## config.mk

```make
export PLATFORM = sky130hd
export DESIGN_NAME = alu_uart_master
export DESIGN_NICKNAME = d
export VERILOG_FILES = /design/src/rtl/alu_uart_pkg.sv /design/src/rtl/alu_uart_timeout_counter.sv /design/src/rtl/alu_uart_master.sv
export SDC_FILE = /design/constraint.sdc
export NUM_CORES = 1
export LEC_CHECK = 0
export BUFFER_PORTS_ARGS = -buffer_cell sky130_fd_sc_hd__buf_2
export CORE_UTILIZATION = 47
export CTS_CLUSTER_SIZE = 40
export DETAILED_ROUTE_END_ITERATION = 12
export PLACE_DENSITY = 0.71
export SYNTH_ARGS = -nofsm -noshare
export SYNTH_HDL_FRONTEND = slang
export SYNTH_SLANG_ARGS = --single-unit
```

## constraint.sdc

```tcl
create_clock -name i_clock -period 3.64 [get_ports i_clock]
set_input_delay 0 -clock i_clock [delete_from_list [all_inputs] [get_ports i_clock]]
set_output_delay 0 -clock i_clock [all_outputs]
set_load 0.01 [all_outputs]
```

## src/rtl/alu_uart_pkg.sv

```systemverilog
// Shared constants for the UART ALU command protocol: master FSM states,
// frame byte order and the opcode map common to the responder and the ALU.
package alu_uart_pkg;

  localparam logic [2:0] S_IDLE    = 3'd0;
  localparam logic [2:0] S_SEND_A  = 3'd1;
  localparam logic [2:0] S_SEND_B  = 3'd2;
  localparam logic [2:0] S_SEND_OP = 3'd3;
  localparam logic [2:0] S_WAIT_RX = 3'd4;
  localparam logic [2:0] S_DONE    = 3'd5;

  typedef enum logic [2:0] {
    IDLE    = S_IDLE,
    SEND_A  = S_SEND_A,
    SEND_B  = S_SEND_B,
    SEND_OP = S_SEND_OP,
    WAIT_RX = S_WAIT_RX,
    DONE    = S_DONE
  } state_t;

  localparam int unsigned BYTE_A      = 0;
  localparam int unsigned BYTE_B      = 1;
  localparam int unsigned BYTE_OP     = 2;
  localparam int unsigned FRAME_BYTES = 3;

  localparam logic [5:0] OP_ADD = 6'h20;
  localparam logic [5:0] OP_SUB = 6'h22;
  localparam logic [5:0] OP_AND = 6'h24;
  localparam logic [5:0] OP_OR  = 6'h25;
  localparam logic [5:0] OP_XOR = 6'h26;
  localparam logic [5:0] OP_SRA = 6'h03;
  localparam logic [5:0] OP_SRL = 6'h02;
  localparam logic [5:0] OP_NOR = 6'h27;

endpackage

```

## src/rtl/alu_uart_timeout_counter.sv

```systemverilog
// Saturating response-wait counter; flags the last allowed cycle of the wait.
// LIMIT of 0 means the wait never expires.
module alu_uart_timeout_counter #(
  parameter int unsigned LIMIT = 100000,
  localparam int unsigned W = (LIMIT == 0) ? 1 : $clog2(LIMIT + 1)
) (
  input  logic i_clock,
  input  logic i_reset,
  input  logic i_clear,
  input  logic i_enable,
  output logic o_expired
);

  localparam logic [W-1:0] LAST = W'((LIMIT == 0) ? 0 : LIMIT - 1);

  logic [W-1:0] count;

  always_ff @(posedge i_clock) begin
    if (!i_reset || i_clear) count <= '0;
    else if (i_enable && count != '1) count <= count + 1'b1;
  end

  assign o_expired = (LIMIT != 0) && (count == LAST);

endmodule

```

## src/rtl/alu_uart_master.sv

```systemverilog
// Host-side initiator: sends A, B, opcode to the remote ALU over the UART
// FIFOs, then waits (with timeout) for the single result byte.
module alu_uart_master
  import alu_uart_pkg::*;
#(
  parameter int unsigned BUS_SIZE       = 8,
  parameter int unsigned NB_OP          = 6,
  parameter int unsigned TIMEOUT_CYCLES = 100000
) (
  input  logic                i_clock,
  input  logic                i_reset,
  input  logic                i_start,
  input  logic [BUS_SIZE-1:0] i_data_a,
  input  logic [BUS_SIZE-1:0] i_data_b,
  input  logic [NB_OP-1:0]    i_opcode,
  output logic [BUS_SIZE-1:0] o_w_data,
  output logic                o_wr_uart,
  input  logic                i_tx_full,
  input  logic [BUS_SIZE-1:0] i_r_data,
  output logic                o_rd_uart,
  input  logic                i_rx_empty,
  output logic                o_busy,
  output logic                o_done,
  output logic                o_timeout,
  output logic                o_stray,
  output logic [BUS_SIZE-1:0] o_result
);

  state_t state, state_n;
  logic [FRAME_BYTES-1:0][BUS_SIZE-1:0] frame;
  logic wr, rd, tmo_clear, tmo_en, tmo_expired, timeout_hit;

  alu_uart_timeout_counter #(.LIMIT(TIMEOUT_CYCLES)) u_tmo (
    .i_clock  (i_clock),
    .i_reset  (i_reset),
    .i_clear  (tmo_clear),
    .i_enable (tmo_en),
    .o_expired(tmo_expired)
  );

  // Strobes are held low during reset so a reset mid-frame never touches the FIFOs.
  always_comb begin
    state_n     = state;
    wr          = 1'b0;
    rd          = 1'b0;
    o_w_data    = '0;
    tmo_clear   = 1'b0;
    tmo_en      = 1'b0;
    timeout_hit = 1'b0;
    if (i_reset) begin
      case (state)
        IDLE: begin
          rd = ~i_rx_empty;
          if (i_start) state_n = SEND_A;
        end
        SEND_A: begin
          o_w_data = frame[BYTE_A];
          wr       = ~i_tx_full;
          if (wr) state_n = SEND_B;
        end
        SEND_B: begin
          o_w_data = frame[BYTE_B];
          wr       = ~i_tx_full;
          if (wr) state_n = SEND_OP;
        end
        SEND_OP: begin
          o_w_data = frame[BYTE_OP];
          wr       = ~i_tx_full;
          if (wr) begin
            state_n   = WAIT_RX;
            tmo_clear = 1'b1;
          end
        end
        WAIT_RX: begin
          // A byte present on the limit cycle takes priority over the timeout.
          if (!i_rx_empty) begin
            rd      = 1'b1;
            state_n = DONE;
          end else if (tmo_expired) begin
            timeout_hit = 1'b1;
            state_n     = IDLE;
          end else begin
            tmo_en = 1'b1;
          end
        end
        DONE:    state_n = IDLE;
        default: state_n = IDLE;
      endcase
    end
  end

  always_ff @(posedge i_clock) begin
    if (!i_reset) begin
      state     <= IDLE;
      frame     <= '0;
      o_result  <= '0;
      o_timeout <= 1'b0;
      o_stray   <= 1'b0;
    end else begin
      state     <= state_n;
      o_timeout <= timeout_hit;
      o_stray   <= (state == IDLE) && !i_rx_empty;
      if (state == IDLE && i_start) begin
        frame[BYTE_A]  <= i_data_a;
        frame[BYTE_B]  <= i_data_b;
        frame[BYTE_OP] <= BUS_SIZE'(i_opcode);
      end
      if (state == WAIT_RX && !i_rx_empty) o_result <= i_r_data;
    end
  end

  assign o_wr_uart = wr;
  assign o_rd_uart = rd;
  assign o_busy    = (state != IDLE);
  assign o_done    = (state == DONE);

endmodule

```

# Word level (Yosys, flattened, before mapping)
# Cells that the tools add are included.
classes:
  n_addsub: 1
  eq_ne: 12
  n_mux: 22
  n_bitwise: 2
  reduce_logical: 12
op_table:
  columns: ["cell", "n"]
  rows:
  - ["case mux 8 bit (3 select lines)", 1]
  - ["2-to-1 mux 3 bit", 6]
  - ["adder 17 x 1 -> 17 bit (second input constant)", 1]
  - ["== test 17 bit (second input constant)", 1]
  - ["!= test 17 bit (second input constant)", 1]
  - ["case mux 3 bit (5 select lines)", 1]
  - ["2-to-1 mux 1 bit", 12]
  - ["2-to-1 mux 8 bit", 1]
  - ["!= test 2 bit (second input constant)", 4]
  - ["== test 3 x 2 -> 1 bit (second input constant)", 2]
  - ["== test 3 bit (second input constant)", 2]
  - ["AND reduction 5 bit", 1]
  - ["logical AND 1 bit", 4]
  - ["== test 3 x 1 -> 1 bit (second input constant)", 1]
  - ["logical NOT 3 bit", 1]
  - ["!= test 3 bit (second input constant)", 1]
  - ["AND reduction 3 bit", 1]
  - ["nonzero test 3 bit", 1]
  - ["OR reduction 3 bit", 1]
  - ["logical NOT 1 bit", 2]
  - ["inverter 1 bit", 2]
  - ["case mux 1 bit (2 select lines)", 1]
  - ["logical OR 1 bit", 1]
word_totals:
  ff_bits: 52
  in_bits: 35
  out_inout_bits: 22
  wordCells: 57

# Longest topological paths before layout
depth:
  depth_word: 6
  ltp_mapped: 11
  ltp_nobuf: 9

# Hierarchy
# A second synthesis with hierarchy kept.
unflattened:
  cells_unflattened: 290
  area_unflattened_um2: 2454.9
modules_own_cells:
  columns: ["mod", "instances", "cells_each", "area_each_um2", "seq_area_each_um2"]
  rows:
  - ["alu_uart_master", 1, 196, 1639.1, 700.7]
  - ["alu_uart_timeout_counter", 1, 94, 815.8, 340.3]

# Least setup slack after synthesis
# No wires, ideal clock.
synth_timing:
  path_type: "flip-flop to flip-flop"
  from: "register u_tmo.count[0]"
  to: "register u_tmo.count[14]"
  setup_ns: 0.131
  t_arrival_ns: 1.980
  required_ns: 3.509
  path_slack_ns: 1.529
  stages_incl_launch_ff: 12
  n_path_buf: 2
  synth_period_minus_slack_ns: 2.111
  cell_sequence: "dfxtp_1 ha_1 and4_1 buf_6 nand3_1 nor3_1 ha_1 inv_1 nand3_1 clkbuf_1 o311ai_1 o41ai_1"
synth_via:
  elab_chain_len: 6
  elab_cells_between_ends: 8
  cone_classes: "add/sub (1); eq/ne (2); mux (4); reduce/logical (1)"
synth_rtl:
  columns: ["item", "line", "text"]
  rows:
  - ["start, declared", "alu_uart_timeout_counter.sv:16", "logic [W-1:0] count;"]
  - ["start signal, assigned", "alu_uart_timeout_counter.sv:20", "else if (i_enable && count != '1) count <= count + 1'b1;"]
  - ["== test 17 bit", "alu_uart_timeout_counter.sv:23", "assign o_expired = (LIMIT != 0) && (count == LAST);"]
  - ["2-to-1 mux 1 bit", "alu_uart_master.sv:79", "end else if (tmo_expired) begin"]
  - ["2-to-1 mux 1 bit", "alu_uart_master.sv:76", "if (!i_rx_empty) begin"]
  - ["2-to-1 mux 1 bit", "alu_uart_master.sv:51", "case (state)"]
  - ["2-to-1 mux 1 bit", "alu_uart_master.sv:50", "if (i_reset) begin"]
  - ["logical AND 1 bit", "alu_uart_timeout_counter.sv:20", null]
# Several ways; a longest one is shown, not always the timed one.
# A chain may end at the register's enable or synchronous reset.

# Worst setup path in the final report
layout_timing:
  from: "register u_tmo.count[0]"
  to: "register u_tmo.count[6]"
# The elaborated chain is that of the path after synthesis.

==> key figures <==
STA
  – Hold Slack: 0.0425 ns
  – RSZ-0062 raised after global routing: no
  – Final Max Slew Viols: 0
  – Period minus WS final: 2.61 ns
  – Worst-Margin Slew: 0.810 ns
  – Final worst-path cycle share: 71.7%
  – Fmax: 383 MHz
  – Final hold vios: 0
  – Final TNS setup: 0 ns
  – Final Skew: 0.00696 ns
  – # setup viols final: 0
  – Slew HR: 45.8%

Clocking
  – Max Root-Sink Buffers: 2
  – Clock transition at the registers of the reported paths: 0.09 ns
  – Cts repair resizes: 0
  – Clock latency on the worst-skew pair: 0.30 ns
  – TritonCTS Buffers: 5
  – CTS root buffer: clkbuf_8
  – Sink Count: 52
  – H-tree Lvls: 2
  – CTS tree: yes

Finish
  – # fillers: 453
  – Multi-input combinational cell area: 1310 um^2
  – Ratio of cells with drive above 1 in the final layout: 19.1%
  – Register area: 1040 um^2
  – Commonest cells after routing, fill and taps aside: nand2_1 (74), buf_2 (56), dfxtp_1 (52), a21oi_1 (39), dlygate4sd3_1 (32)
  – Final std cells w/o fill: 452
  – Final net count: 420
  – Ant diodes: 0
  – Final instance area: 3160 um^2
  – Area growth syn-to-layout: 28.1%
  – Commonest non-fill, non-tap cell in the layout: nand2_1

Setup path
  – WS Path Type: reg -> reg
  – CP startpoint kind: flop
  – Worst EP arrival: 2.84 ns
  – Worst EP required: 3.87 ns
  – Worst Path Max Fanout: 17
  – CP Capture Type: flop

Global routing
  – First-pass GRT wire length: 10.1 mm
  – Congestion Overflow GR: 0
  – Vias in the first global route: 2,270
  – Tot GR Track Use: 23.7%
  – Largest net degree at the start of global routing: 38
  – Antenna violations before repair: 0

Synthesis
  – Post-Syn Area: 2470 um^2
  – Avg Cell Area, Syn: 8.01 um^2
  – #FFs+latches synth: 52
  – Yosys warns: 0
  – Syn_nets: 345
  – Cells after synthesis: 308
  – Ys async rst share: 0%
  – EDFF count, synth: 0
  – Yosys cell types: 43
  – Sequential area share after synthesis: 42.2%
  – Most common flop cell mapped by yosys: dfxtp_1

Die
  – Initial Util: 48.6%
  – Die H: 74.5 um
  – Die Area: 5550 um^2
  – Row count: 26
  – Core Box Area: 5070 um^2
  – Die W: 74.5 um
  – IO Pins: 57

Placed design
  – Placed cell area: 2740 um^2
  – Post-detail-place hpwl: 3.78 mm
  – GPL Wtd Cong: 0.810
  – Total placed cells including tap cells: 414
  – Port Buffers: 56

Run
  – Max-Cap Viols: 0

Detailed routing
  – Drt total wl: 6.24 mm
  – Post-route DRC: 0
  – WL/cell: 13.8 um
  – Routed vias: 2,476
  – Vias per cell: 5.48
  – Iteration-0 DRC Markers: 93
  – Antenna Nets Post-Route: 0
  – First-pass DRT Iterations: 4

Min path
  – Hold Crit Class: in -> reg

Power
  – Static leakage: 1.26 nW
  – Max VDD drop: 233 uV
  – Power Total: 0.00113 W
  – Cell Pwr Density: 358 nW/um^2

Status
  – Status: finished clean
flip-flops by register name, indices dropped and copies added (netlist names):
name,cells
o_result,8
state,3
frame,22
u_tmo.count,17
o_timeout,1
o_stray,1
power by group:
part | internal (W) | total (W) | switching (W)
registers | 0.000589 | 0.000607 | 0.0000178
logic | 0.0000700 | 0.000144 | 0.0000743
clock network | 0.000198 | 0.000381 | 0.000183
total | 0.000857 | 0.00113 | 0.000275
worst paths after layout:
check,startpoint,end,slack (ns),cells after the start
max reg2reg,u_tmo.count[0],u_tmo.count[6],1.03,9
min,i_tx_full,state[0],0.04,3
min reg2reg,o_result[0],o_result[0],0.46,2
max,u_tmo.count[0],u_tmo.count[6],1.03,9
kinds of logic (layout without fill, tap and decap cells):
logic type	after synthesis	in the layout	share of synthesized area (%)
adder cells (fa/ha/maj)	2	2	1.01
AO/OA/AOI/OAI	73	73	18.5
flip-flops	52	52	42.2
AND/OR/NAND/NOR	145	145	29.1
buffers and inverters	26	100	4.87
multiplexers	10	10	4.36
stage by stage:
stage | worst slack (ns) | utilization, %
2_1_floorplan | 1.53 | -
3_3_place_gp | 1.16 | 54.0
3_5_place_dp | 1.08 | 54.0
4_1_cts | 1.05 | 62.3
5_1_grt | 0.876 | 62.3
6_report | 1.03 | 62.3
cell usage after synthesis, types with 2 or more instances:
cell | instances | area share [%]
a21oi_1 | 39 | 7.9
a22oi_1 | 8 | 2.4
and2_1 | 6 | 1.5
and4_1 | 4 | 1.4
buf_2 | 3 | 0.61
buf_6 | 2 | 0.91
clkbuf_1 | 14 | 2.1
dfxtp_1 | 52 | 42
ha_1 | 2 | 1.0
inv_1 | 4 | 0.61
mux2_2 | 6 | 2.7
mux2i_1 | 4 | 1.6
nand2_1 | 74 | 11
nand2b_1 | 2 | 0.51
nand3_1 | 10 | 2.0
nand4_1 | 6 | 1.5
nor2_1 | 12 | 1.8
nor2b_1 | 2 | 0.51
nor3_1 | 6 | 1.2
nor4b_1 | 2 | 0.71
o21ai_0 | 3 | 0.61
o21ai_1 | 3 | 0.61
o311ai_1 | 6 | 2.1
o31ai_1 | 4 | 1.2
o41ai_1 | 6 | 2.1
or3_1 | 8 | 2.0
or4_1 | 4 | 1.2
cell type report:
type                            count  share of cell area [%]
Clock buffer                        5                    2.18
Clock inverter                      1                   0.950
Timing Repair Buffer               89                    19.2
Multi-Input combinational cell    230                    41.4
Inverter                            5                   0.594
Sequential cell                    52                    32.9
Tap cell                           70                    2.77
repair_timing:
item                      in CTS  in global routing
hold buffers                  32                  0
hold endpoints to repair      33                  0
buffers inserted               0                  0
per-layer routing:
| metal | global-route usage [%] | routed length [um] | share of wire (%) | vias up |
|---|---|---|---|---|
| li1 | - | - | - | 1246 |
| met1 | 29.1 | 2800 | 45 | 1174 |
| met2 | 40.8 | 3130 | 50 | 48 |
| met3 | 5.42 | 226 | 3.6 | 8 |
| met4 | 7.76 | 83 | 1.3 | 0 |
| met5 | 0 | 0 | 0 | - |
worst max-delay path, stage by stage, from the launching register on:
cell and delay [ns]:
dfxtp_1 0.34, ha_1 0.23, and4_1 0.29, nand3_1 0.15
nor3_1 0.07, ha_1 0.19, inv_1 0.08, nand3_1 0.42
or4_1 0.62, a21oi_1 0.15
No activity file was read; power rests on OpenSTA's default activity.
